## src/rtl/udc_pkg.sv

```systemverilog
// Shared definitions for the up_down_counter target-seeking sequencer.
//   - FSM state encoding (S_IDLE, S_SEEK, S_DONE, S_ERR)
//   - default counter width
//   - direction encoding used by the direction selector
package udc_pkg;

   localparam int unsigned UDC_WIDTH_DEF = 4;

   typedef enum logic [1:0] {
      S_IDLE = 2'd0,
      S_SEEK = 2'd1,
      S_DONE = 2'd2,
      S_ERR  = 2'd3
   } state_t;

   localparam logic DIR_UP   = 1'b1;
   localparam logic DIR_DOWN = 1'b0;

endpackage : udc_pkg

```

## src/rtl/udc_dir_sel.sv

```systemverilog
// Combinational direction selector for the counter sequencer.
// Ports:
//   count_in  [WIDTH]  current counter value
//   target    [WIDTH]  captured target value
//   need_step [1]      counter has not yet reached target
//   dir_up    [1]      DIR_UP to increment, DIR_DOWN to decrement
module udc_dir_sel
   import udc_pkg::*;
#(
   parameter int unsigned WIDTH    = UDC_WIDTH_DEF,
   parameter int unsigned SHORTEST = 1
)(
   input  logic [WIDTH-1:0] count_in,
   input  logic [WIDTH-1:0] target,
   output logic             need_step,
   output logic             dir_up
);

   // Half the modular range; a distance equal to it resolves towards up.
   localparam logic [WIDTH-1:0] HALF = {1'b1, {(WIDTH-1){1'b0}}};

   logic [WIDTH-1:0] w_dist_up;

   assign w_dist_up = target - count_in;
   assign need_step = (count_in != target);

   generate
      if (SHORTEST != 0) begin : g_shortest
         assign dir_up = (w_dist_up <= HALF) ? DIR_UP : DIR_DOWN;
      end else begin : g_linear
         assign dir_up = (target > count_in) ? DIR_UP : DIR_DOWN;
      end
   endgenerate

endmodule : udc_dir_sel

```

## src/rtl/up_down_counter_seq.sv

```systemverilog
// Target-seeking sequencer: accepts a target over valid/ready and strobes the
// attached up_down_counter one step per clock until count_in equals the target.
// Ports:
//   clk, rst_n            clock, asynchronous active-low reset
//   cmd_valid/cmd_ready   command handshake (ready only while idle)
//   cmd_target [WIDTH]    target count, captured on accept
//   cmd_abort             cancels an in-progress seek
//   count_in   [WIDTH]    registered counter output
//   up, down              combinational counter strobes
//   busy                  seek in progress
//   done, err             one-cycle completion / step-budget-exhausted pulses
//   steps      [WIDTH+2]  strobes issued by the current/last command
module up_down_counter_seq
   import udc_pkg::*;
#(
   parameter int unsigned WIDTH     = UDC_WIDTH_DEF,
   parameter int unsigned SHORTEST  = 1,
   parameter int unsigned MAX_STEPS = 20
)(
   input  logic               clk,
   input  logic               rst_n,
   input  logic               cmd_valid,
   output logic               cmd_ready,
   input  logic [WIDTH-1:0]   cmd_target,
   input  logic               cmd_abort,
   input  logic [WIDTH-1:0]   count_in,
   output logic               up,
   output logic               down,
   output logic               busy,
   output logic               done,
   output logic               err,
   output logic [WIDTH+1:0]   steps
);

   localparam int unsigned    SW       = WIDTH + 2;
   localparam logic [SW-1:0]  STEP_MAX = SW'(MAX_STEPS);
   localparam logic [SW-1:0]  STEP_SAT = '1;

   state_t            r_state;
   state_t            w_next;
   logic [WIDTH-1:0]  r_target;
   logic [SW-1:0]     r_steps;
   logic              r_ready;
   logic              r_busy;
   logic              r_done;
   logic              r_err;
   logic              w_need_step;
   logic              w_dir_up;
   logic              w_accept;
   logic              w_budget_ok;
   logic              w_step;

   udc_dir_sel #(
      .WIDTH    (WIDTH),
      .SHORTEST (SHORTEST)
   ) u_dir_sel (
      .count_in  (count_in),
      .target    (r_target),
      .need_step (w_need_step),
      .dir_up    (w_dir_up)
   );

   assign w_accept    = cmd_valid && r_ready;
   assign w_budget_ok = (r_steps < STEP_MAX);

   // State register
   always_ff @(posedge clk or negedge rst_n) begin
      if (!rst_n) begin
         r_state <= S_IDLE;
      end else begin
         r_state <= w_next;
      end
   end

   // Next-state logic; abort wins over arrival so an aborted seek never reports done
   always_comb begin
      w_next = r_state;
      unique case (r_state)
         S_IDLE: begin
            if (w_accept) w_next = S_SEEK;
         end
         S_SEEK: begin
            if (cmd_abort)         w_next = S_IDLE;
            else if (!w_need_step) w_next = S_DONE;
            else if (!w_budget_ok) w_next = S_ERR;
         end
         S_DONE:  w_next = S_IDLE;
         S_ERR:   w_next = S_IDLE;
         default: w_next = S_IDLE;
      endcase
   end

   // Combinational strobes; abort drops them in the same cycle
   always_comb begin
      w_step = 1'b0;
      up     = 1'b0;
      down   = 1'b0;
      if (r_state == S_SEEK && w_need_step && !cmd_abort && w_budget_ok) begin
         w_step = 1'b1;
         up     = (w_dir_up == DIR_UP);
         down   = (w_dir_up == DIR_DOWN);
      end
   end

   // Registered status outputs, decoded from the next state so they align with it
   always_ff @(posedge clk or negedge rst_n) begin
      if (!rst_n) begin
         r_ready <= 1'b0;
         r_busy  <= 1'b0;
         r_done  <= 1'b0;
         r_err   <= 1'b0;
      end else begin
         r_ready <= (w_next == S_IDLE);
         r_busy  <= (w_next == S_SEEK);
         r_done  <= (w_next == S_DONE);
         r_err   <= (w_next == S_ERR);
      end
   end

   // Target capture and saturating step counter (held until the next accept)
   always_ff @(posedge clk or negedge rst_n) begin
      if (!rst_n) begin
         r_target <= '0;
         r_steps  <= '0;
      end else if (w_accept) begin
         r_target <= cmd_target;
         r_steps  <= '0;
      end else if (w_step && r_steps != STEP_SAT) begin
         r_steps  <= r_steps + SW'(1);
      end
   end

   assign cmd_ready = r_ready;
   assign busy      = r_busy;
   assign done      = r_done;
   assign err       = r_err;
   assign steps     = r_steps;

endmodule : up_down_counter_seq
```

## config.mk

```make
export PLATFORM = sky130hd
export DESIGN_NAME = up_down_counter_seq
export DESIGN_NICKNAME = d
export VERILOG_FILES = /design/src/rtl/udc_pkg.sv /design/src/rtl/udc_dir_sel.sv /design/src/rtl/up_down_counter_seq.sv
export SDC_FILE = /design/constraint.sdc
export NUM_CORES = 1
export LEC_CHECK = 0
export ABC_AREA = 0
export BUFFER_PORTS_ARGS = -buffer_cell sky130_fd_sc_hd__buf_2
export CAP_MARGIN = 20
export CORE_ASPECT_RATIO = 1.1
export CORE_UTILIZATION = 53
export CTS_CLUSTER_DIAMETER = 200
export CTS_CLUSTER_SIZE = 28
export DETAILED_ROUTE_END_ITERATION = 8
export PLACE_DENSITY = 0.8
export SLEW_MARGIN = 20
export SYNTH_ARGS = -nofsm -noshare
export SYNTH_HDL_FRONTEND = slang
export SYNTH_SLANG_ARGS = --single-unit
```

## constraint.sdc

```tcl
create_clock -name clk -period 2.69 [get_ports clk]
set_input_delay 0.269 -clock clk [delete_from_list [all_inputs] [get_ports clk]]
set_output_delay 0.269 -clock clk [all_outputs]
set_load 0.05 [all_outputs]
```

=== Word-level counts from Yosys, hierarchy flattened ===
Index checks and enable logic that the tools add are counted.

* Flip-flop bits (word level): 16
* Latch bits: 0
* Memory bits (writable): 0
* Memory bits (read-only): 0
* Output and inout port bits: 12
* Memories kept: 0

* Add/sub/neg operators: 2
* Multipliers: 0
* Divide/modulo/power cells: 0
* $lt $le $gt $ge: 2
* Equal/unequal tests: 8
* Shift-type cells: 0
* Mux-type cells: 11
* Bitwise operators: 1
* Reduce and logical (&&, ||, !) cells: 10

{| class="wikitable"
|+ Operator list
! cell !! count
|-
| $mux W6 || 2
|-
| $eq A2 B2 Y1 const B || 4
|-
| $mux W2 || 4
|-
| $add A6 B1 Y6 const B || 1
|-
| $lt A6 B5 Y1 const B || 1
|-
| $ne A6 B6 Y1 const B || 1
|-
| $pmux W2 S3 || 1
|-
| $logic_and A1 B1 Y1 || 5
|-
| $eq A2 B1 Y1 const B || 2
|-
| $le A4 B4 Y1 const B || 1
|-
| $logic_not A2 Y1 || 2
|-
| $mux W1 || 4
|-
| $ne A4 B4 Y1 || 1
|-
| $sub A4 B4 Y4 || 1
|-
| $reduce_bool A2 Y1 || 1
|-
| $reduce_or A2 Y1 || 1
|-
| $logic_not A1 Y1 || 1
|-
| $not A1 Y1 || 1
|}

=== Logic depth before layout (Yosys ltp) ===
Gate-level depths: netlist (run 1).

* Word-level depth: 8
* Depth in mapped cells: 6
* Mapped depth without buffers: 6

=== Cells and area by module ===
From an unflattened synthesis (run 1), not the netlist that was laid out.

* Cell total of the unflattened synthesis: 82
* Area, all modules: 883.3 sq um

{| class="wikitable"
|+ Modules (own cells, without submodules)
! module !! times used !! cells each !! area each (sq um) !! seq. area each (sq um)
|-
| up_down_counter_seq || 1 || 62 || 726.9 || 400.4
|-
| udc_dir_sel || 1 || 20 || 156.4 || 0.0
|}

=== Least setup slack after synthesis (run 1) ===
Ideal clock, no wire load.

* Path type: reg2out
* Start: reg r_steps[2] (netlist: steps[2])
* End: out up
* Data arrival time: 1962 ps
* Required time: 2421 ps
* Path slack: 459 ps
* Cell stages (with the launch flop): 5
* Cells stage by stage: dfrtp_1 > o21ai_0 > o211a_1 > nand2_1 > nor2b_1

* Longest elaborated chain between the ends: 3

{| class="wikitable"
|+ Ends and longest elaborated chain
! what !! line !! text
|-
| from (decl) || up_down_counter_seq.sv:42 || <nowiki>logic [SW-1:0] r_steps;</nowiki>
|-
| from (signal assigned) || up_down_counter_seq.sv:129 || <nowiki>r_steps <= r_steps + SW'(1);</nowiki>
|-
| $lt A6 B5 Y1 || up_down_counter_seq.sv:64 || <nowiki>assign w_budget_ok = (r_steps < STEP_MAX);</nowiki>
|-
| $logic_and A1 B1 Y1 || up_down_counter_seq.sv:98 || <nowiki>if (r_state == S_SEEK && w_need_step && !cmd_abort && w_budget_ok) begin</nowiki>
|-
| $mux W1 || up_down_counter_seq.sv:98 ||
|-
| to (decl) || up_down_counter_seq.sv:27 || <nowiki>output logic up,</nowiki>
|}

Every way passes these cells.

=== Final worst setup path (run 1) ===
* Start: reg r_target[1]
* End: out down

* Longest elaborated chain between the ends: 5
* Elaborated cells on any way between the ends: 9
* Those cells by class: add/sub (1); order compare (1); eq/ne (1); mux (2); bitwise (1); reduce/logical (3)

{| class="wikitable"
|+ Ends and longest elaborated chain
! what !! line !! text
|-
| from (decl) || up_down_counter_seq.sv:41 || <nowiki>logic [WIDTH-1:0] r_target;</nowiki>
|-
| from (signal assigned) || up_down_counter_seq.sv:126 || <nowiki>r_target <= cmd_target;</nowiki>
|-
| $sub A4 B4 Y4 / $ne A4 B4 Y1 (equally long branches) || udc_dir_sel.sv:24, udc_dir_sel.sv:25 ||
|-
| $le A4 B4 Y1 / $logic_and A1 B1 Y1 (equally long branches) || udc_dir_sel.sv:29, up_down_counter_seq.sv:98 ||
|-
| $mux W1 / $logic_and A1 B1 Y1 (equally long branches) || udc_dir_sel.sv:29, up_down_counter_seq.sv:98 ||
|-
| $not A1 Y1 / $logic_and A1 B1 Y1 (equally long branches) || up_down_counter_seq.sv:101, up_down_counter_seq.sv:98 ||
|-
| $mux W1 (*) || up_down_counter_seq.sv:98 ||
|-
| to (decl) || up_down_counter_seq.sv:28 || <nowiki>output logic down,</nowiki>
|}

Mark *: on every way between the ends. The rest lies on a longest branch, timed or not.

==> metrics.txt, run 1 <==
initial drt markers=20; synthesized area=817 sq um; CTS resizes=0; initial antenna violation count=0; Hold Startpoint=cmd_target[0]; reg2reg end=err; dpl ws=0.673 ns; worst r2r src=r_target[1]; setup_tns=0 ns; Worst-Skew Late Latency=0.28 ns; die width=39.4 um; Worst VDD drop=0.505 mV; Peak Freq=0.427 GHz; share of layout cells above drive strength 1=0.290; Initial Util=0.583; RSZ-0062 raised after global routing=false; Mapped Cells=81; wire length on met2=838 um; commonest non-fill, non-tap cell in the layout=buf_2; Hold Path End=r_target[0]; startpoint type of the worst setup path=flip-flop; Tmin final=2.34 ns; Std-Cell Rows=14; root buffer cell=clkbuf_4; vias in the first global route=647; TritonRoute pass-1 iters=4; routability cong.=0.806; post-synth top area share=0.490; xor and xnor area share after synthesis=0.0199; Worst-path clk slew=0.08 ns; Cell Chain, Critical Path=ha_1 -> nor2b_1 -> o21ai_0 -> a311o_1 -> nor2_1 -> buf_2; DIE AREA=1700 sq um; DP Area=948 sq um; clock skew=0.00634 ns; vias per cell=5.58; CORE AREA=1400 sq um; Crit-path slowest cell=dfrtp_1; total wire length=1.60 mm; main combinational cell family by area after synthesis=simple AND/OR/NAND/NOR gates; worst setup path category=reg2out; global-route wire length before repair=2.67 mm; hold path depth=3; Synth Area in Adders=0.0613; fin. max-slew vios=0; multiplexer share of the synthesized area=0.0536; final instance area=981 sq um; min-delay worst type=in2reg; Avg Inst Size Synth=10.1 sq um; met3 wire length=68 um; Setup crit end kind=output port; I/O Pins=24; wl on met1=677 um; CP max stage delay=0.40 ns; Core Util, Final=0.700; sequential share of the synthesized area=0.490; total track usage=0.224; number of CTS-inserted buffers=3; ranking of synthesized cells by area=dfrtp_1 49%, ha_1 6.1%, mux2_2 4.1%, nor2b_1 3.8%, o21ai_0 3.7%; Final Setup Violations=0; reg2reg path depth=5; top layer in use=met4; Synth Area in Simple Gates=0.194; Synth Area in Compound Gates=0.144; half-perimeter wire length after placement=1.25 mm; Critical Path RT=2.42 ns; TritonCTS clock tree=built; Worst slew margin=0.727; Max Cap Viol=0; ANT cells=0; Pleak=0.000512 uW; largest net degree at the start of global routing=17; post-route ant nets=0; run status=complete, no violations; Worst Path Max Fanout=5; Port Buf Inserts=23; Final #Nets=125; R2R setup slack=1.01 ns; via count of the routed design=686; Die Y=43.2 um; fin worst setup slack=0.348 ns; Final period util=0.871; PwrDens=937 nW/um^2; CP arrival=2.07 ns; GRT Residual Overflow=0; Layout area overhead=20.1%; final hold vios=0; Yosys top cell by area=dfrtp_1; Ys Warns=0; syn_nets=97; most frequent cells in the layout=23 x buf_2, 16 x dfrtp_1, 7 x inv_1; H-tree Lvls=1; Pwr Total=919 uW; Max clock buf depth=2; Tightest Pin Transition=0.409 ns; Clock Sinks=16; Seq cells post-synth=16; drt drc=0; post-synth cell types=26; wire per inst=13.0 um
worst max-delay path: cells and delay by family (launching register included):
family / cells / cell delay (ns)
adders and majority gates: 1 / 0.36
AOI/OAI and AO/OA: 2 / 0.47
DFF: 1 / 0.40
and+or+nand+nor: 2 / 0.30
buffers and inverters: 1 / 0.26
per-layer routing:
layer / up-vias / track usage
met4: 0 / 0.0621
met2: 21 / 0.374
met1: 330 / 0.285
met5: - / 0
met3: 2 / 0.0471
li1: 333 / -
per-stage QoR:
stage / std cells / hold WS (ns)
detailed placement: 119 / 0.198
global placement: 119 / 0.195
finish: 123 / 0.207
floorplan: 81 / -0.0266
global route: 123 / 0.218
CTS: 123 / 0.206
cell type report:
class,count,area (sq um)
inverter,7,26.3
clock buffer,3,22.5
sequential,16,400
timing repair buffer,24,125
multi-input combinational,57,387
fill,128,420
tap,16,20.0
repair_timing:
item                                   CTS  global route
hold buffers                             1             0
buffers inserted                         0             0
endpoints found under the hold margin   16             0
setup endpoints to repair                0             0
worst max-delay path by stage:
stage | depth (start not counted) | startpoint | end | slack (ns)
after floorplan | 4 | steps[2] | up | 0.46
after global placement | 8 | count_in[1] | down | 0.76
after detailed placement | 6 | r_target[1] | down | 0.67
after CTS | 6 | r_target[1] | down | 0.37
after global routing | 6 | r_target[1] | down | 0.21
final | 6 | r_target[1] | down | 0.35
synthesized netlist by cell type (all sizes together):
| cell type | number |
|---|---|
| nor2b | 5 |
| nand3 | 3 |
| a21oi | 3 |
| mux2i | 1 |
| xor2 | 1 |
| dfrtp | 16 |
| and2 | 2 |
| nand2b | 4 |
| o211ai | 1 |
| a31oi | 2 |
| nand2 | 6 |
| mux2 | 3 |
| o211a | 1 |
| nand3b | 1 |
| nor2 | 6 |
| nor3 | 2 |
| o21ai | 6 |
| a41o | 1 |
| ha | 4 |
| or3 | 1 |
| inv | 7 |
| a221oi | 1 |
| and3 | 1 |
| o32ai | 1 |
| a311o | 1 |
| clkbuf | 1 |
sequential cells by signal, indices dropped and copies added, names as in the netlist:
signal,cells
done,1
busy,1
steps,6
r_state,2
r_target,4
err,1
cmd_ready,1
power breakdown:
| group | internal [uW] | leakage (uW) | switching (uW) | total [uW] |
|---|---|---|---|---|
| clock network | 51.9 | 0.0000138 | 65.8 | 118 |
| logic | 155 | 0.000291 | 306 | 461 |
| registers | 301 | 0.000208 | 38.8 | 340 |
| total | 508 | 0.000512 | 410 | 919 |
kinds of logic (layout without fill, tap and decap cells):
logic type / Yosys count / in the layout
compound gates: 17 / 17
xor+xnor: 1 / 1
fa+ha+maj: 4 / 4
buf+inv: 8 / 34
flops: 16 / 16
mux: 4 / 4
simple gates: 31 / 31
No activity file was read; power rests on OpenSTA's default activity.
==> run 2: changes to the inputs <==
Settings changed: PLACE_DENSITY 0.8 to 0.89.
==> metrics.txt, run 2 (synthesized netlist as in run 1, its figures left out) <==
run status=complete, no violations; Worst-path clk slew=0.09 ns; largest net degree at the start of global routing=17; post-route ant nets=0; Max Cap Viol=0; initial antenna violation count=0; RSZ-0062 raised after global routing=false; number of CTS-inserted buffers=3; root buffer cell=clkbuf_4; vias per cell=5.54; Setup crit end kind=output port; fin. max-slew vios=0; CTS resizes=0; Max clock buf depth=2; H-tree Lvls=1; final hold vios=0; clock share of power=0.166; ANT cells=0; wire per inst=13.0 um; initial drt markers=12; placed cells=119; Worst-Skew Late Latency=0.29 ns; Core Util, Final=0.710; Sequential cell area=400 sq um; half-perimeter wire length after placement=1.20 mm; Worst slew margin=0.728; drt drc=0; share of layout cells above drive strength 1=0.296; Initial Util=0.583; Std-Cell Rows=14; area occupied by multi-input gates=387 sq um; Final #Nets=125; non-filler instance count after layout=124; Worst VDD drop=0.626 mV; vias in the first global route=636; worst setup path category=reg2out; Layout area overhead=21.7%; max reg flops=6; min-delay worst type=in2reg; Die Y=43.2 um; routability cong.=0.795; commonest non-fill, non-tap cell in the layout=buf_2; total wire length=1.61 mm; startpoint type of the worst setup path=flip-flop; sw frac=0.438; clock skew=0.00289 ns; sw power=419 uW; Critical Path RT=2.42 ns; global-route wire length before repair=2.54 mm; setup_tns=0 ns; total track usage=0.222; Clock Sinks=16; TritonCTS clock tree=built; TritonRoute pass-1 iters=4; internal power=538 uW; Pleak=0.000519 uW; Fin Hold WS=0.192 ns; CORE AREA=1400 sq um; most frequent cells in the layout=23 x buf_2, 16 x dfrtp_1, 7 x inv_1; Worst Path Max Fanout=5; Pwr Total=957 uW; via count of the routed design=687; Tmin final=2.29 ns; Fillers=115; die width=39.4 um; Tightest Pin Transition=0.408 ns; CP arrival=2.03 ns; Peak Freq=0.436 GHz; Final Setup Violations=0; PwrDens=962 nW/um^2; Reg power frac=0.354; Port Buf Inserts=23; Final period util=0.853; Logic pwr share=0.481; GRT Residual Overflow=0; I/O Pins=24; DIE AREA=1700 sq um
-- run 2: cell count changes in the layout (fill, tap and decap cells not counted) --
cell,change
clkbuf_8,+1
-- run 2: through the flow --
stage	area, sq um	worst slack (ns)
after floorplan	817	0.459
after detailed placement	948	0.712
after CTS	995	0.383
after global placement	948	0.760
final	995	0.396
after global routing	995	0.294
-- run 2: path summary, 6_finish.rpt --
| check | from | end | slack [ns] | depth (start not counted) |
|---|---|---|---|---|
| max in group asynchronous | rst_n | steps[0] | 2.03 | 2 |
| worst min-delay path | cmd_target[0] | r_target[0] | 0.19 | 3 |
| worst min register to register | r_target[1] | r_target[1] | 0.52 | 1 |
| worst max-delay path | r_target[1] | down | 0.40 | 6 |
| min in group asynchronous | rst_n | r_target[3] | 0.40 | 2 |
| worst max register to register | r_target[1] | err | 1.02 | 5 |
-- run 2: area by class of cell --
type,count,area share
well taps,16,0.0201
clock buffers,4,0.0365
flip-flops and latches,16,0.403
inverters,7,0.0264
repair buffers,24,0.126
multi-input cells,57,0.389
-- run 2: repair_timing --
item | CTS | global route
hold endpoints to repair | 16 | 0
hold buffers | 1 | 0
buffers inserted | 0 | 0
-- run 2: power groups by stage --
stage	Combinational, uW	Clock [uW]	Sequential [uW]
2_1_floorplan	267	0	429
3_3_place_gp	439	0	339
3_5_place_dp	456	0	343
4_1_cts	461	161	339
5_1_grt	497	167	347
6_report	460	159	338
-- run 2: worst max-delay path: stages, from the launching register on --
cell	delay, ns
dfrtp_1	0.39
ha_1	0.34
nor2b_1	0.19
o21ai_0	0.09
a311o_1	0.36
nor2_1	0.10
buf_2	0.26
-- run 2: layer usage --
| layer | wire (um) | part of all wire | vias up | global-route usage |
|---|---|---|---|---|
| met5 | 0 | 0 | - | 0 |
| met4 | 43 | 0.027 | 0 | 0.145 |
| met1 | 704 | 0.44 | 328 | 0.270 |
| met2 | 793 | 0.49 | 17 | 0.348 |
| li1 | - | - | 337 | - |
| met3 | 70 | 0.043 | 5 | 0.0366 |
==> run 3: changes to the inputs <==
Settings changed: CTS_CLUSTER_SIZE 28 to not set, RECOVER_POWER set to 100.
==> metrics.txt, run 3 (synthesized netlist as in run 1, its figures left out) <==
max reg flops=6; setup_tns=0 ns; H-tree Lvls=1; vias per cell=5.49; Port Buf Inserts=23; Cell Chain, Critical Path=ha_1 -> nor2b_1 -> o21ai_0 -> a311o_1 -> nor2_1 -> clkbuf_2; clock share of power=0.168; Logic pwr share=0.473; Worst slew margin=0.451; initial antenna violation count=0; half-perimeter wire length after placement=1.20 mm; Clock Sinks=16; ANT cells=0; drt drc=0; min-delay worst type=in2reg; Worst Path Max Fanout=5; Worst VDD drop=0.619 mV; DIE AREA=1700 sq um; sw frac=0.440; RSZ-0062 raised after global routing=false; PwrDens=967 nW/um^2; worst setup path category=reg2out; CP max stage delay=0.39 ns; routability cong.=0.795; largest net degree at the start of global routing=17; commonest non-fill, non-tap cell in the layout=dfrtp_1; sw power=415 uW; initial drt markers=10; run status=complete, no violations; Max Cap Viol=0; fin. max-slew vios=0; Fin Hold WS=0.186 ns; root buffer cell=clkbuf_4; Final period util=0.863; CP arrival=2.05 ns; Peak Freq=0.431 GHz; final hold vios=0; post-route ant nets=0; I/O Pins=24; Setup crit end kind=output port; number of CTS-inserted buffers=3; TritonCTS clock tree=built; startpoint type of the worst setup path=flip-flop; Critical Path RT=2.42 ns; Worst-Skew Late Latency=0.29 ns; Initial Util=0.583; global-route wire length before repair=2.54 mm; wire per inst=12.8 um; via count of the routed design=681; Crit-path slowest cell=dfrtp_1; Core Util, Final=0.696; share of layout cells above drive strength 1=0.185; clock skew=0.00420 ns; Tightest Pin Transition=0.823 ns; Std-Cell Rows=14; Tmin final=2.32 ns; Die Y=43.2 um; Worst-path clk slew=0.09 ns; die width=39.4 um; Final Setup Violations=0; total track usage=0.222; GRT Residual Overflow=0; post-CTS setup buffers=0; Layout area overhead=19.4%; TritonRoute pass-1 iters=4; CORE AREA=1400 sq um; vias in the first global route=636; Final #Nets=125; Max clock buf depth=2; Reg power frac=0.358; internal power=529 uW; most frequent cells in the layout=16 x dfrtp_1, 11 x clkbuf_1, 10 x buf_2; Pleak=0.000467 uW; total wire length=1.59 mm
run 3: changes by cell type in the layout (fill, tap and decap cells not counted):
cell,previous run,this run
and2_0,0,2
o211ai_1,0,1
buf_2,23,10
clkbuf_1,0,11
o211ai_2,1,0
and2_1,2,0
clkbuf_2,0,2
run 3: layout make-up:
type	instances	area (sq um)
flip-flops and latches	16	400
clock buffers	4	36.3
well taps	16	20.0
repair buffers	24	111
inverters	7	26.3
multi-input cells	57	382
fillers	126	425
run 3: layer usage:
metal / track usage / share of wire / up-vias
met5: 0 / 0 / -
met4: 0.145 / 0.027 / 0
met3: 0.0366 / 0.038 / 5
met2: 0.348 / 0.50 / 15
met1: 0.270 / 0.44 / 322
li1: - / - / 339
run 3: per-stage QoR:
stage / setup slack, ns / std cells / instance area (sq um) / power, uW
2_1_floorplan: 0.459 / 81 / 817 / 696
3_3_place_gp: 0.760 / 119 / 948 / 778
3_5_place_dp: 0.712 / 119 / 948 / 800
4_1_cts: 0.383 / 124 / 995 / 961
5_1_grt: 0.270 / 124 / 976 / 999
6_report: 0.368 / 124 / 976 / 944
run 3: power by group through the flow:
stage | sequential, uW | clock [uW] | combinational (uW)
final | 338 | 159 | 447
after detailed placement | 343 | 0 | 456
after floorplan | 429 | 0 | 267
after global routing | 347 | 167 | 485
after global placement | 339 | 0 | 439
after CTS | 339 | 161 | 461
run 3: critical path, delay by kind of cell (launching register included):
kind                       cells  cell delay [ns]
DFF                            1             0.39
AOI/OAI and AO/OA              2             0.45
buffers and inverters          1             0.28
adders and majority gates      1             0.34
and+or+nand+nor                2             0.30
run 3: final timing paths:
path	start	to	slack (ns)	cells past startpoint
max	r_target[1]	down	0.37	6
min	cmd_target[0]	r_target[0]	0.19	3
max reg2reg	r_target[1]	err	1.04	5
min reg2reg	r_target[1]	r_target[1]	0.52	1
max in group asynchronous	rst_n	steps[0]	1.61	2
min in group asynchronous	rst_n	err	0.57	2
run 3: timing repair:
item | 4_1_cts | 5_1_grt
gates resized for setup | 0 | 0
hold buffers | 1 | 0
hold endpoints to repair | 16 | 0
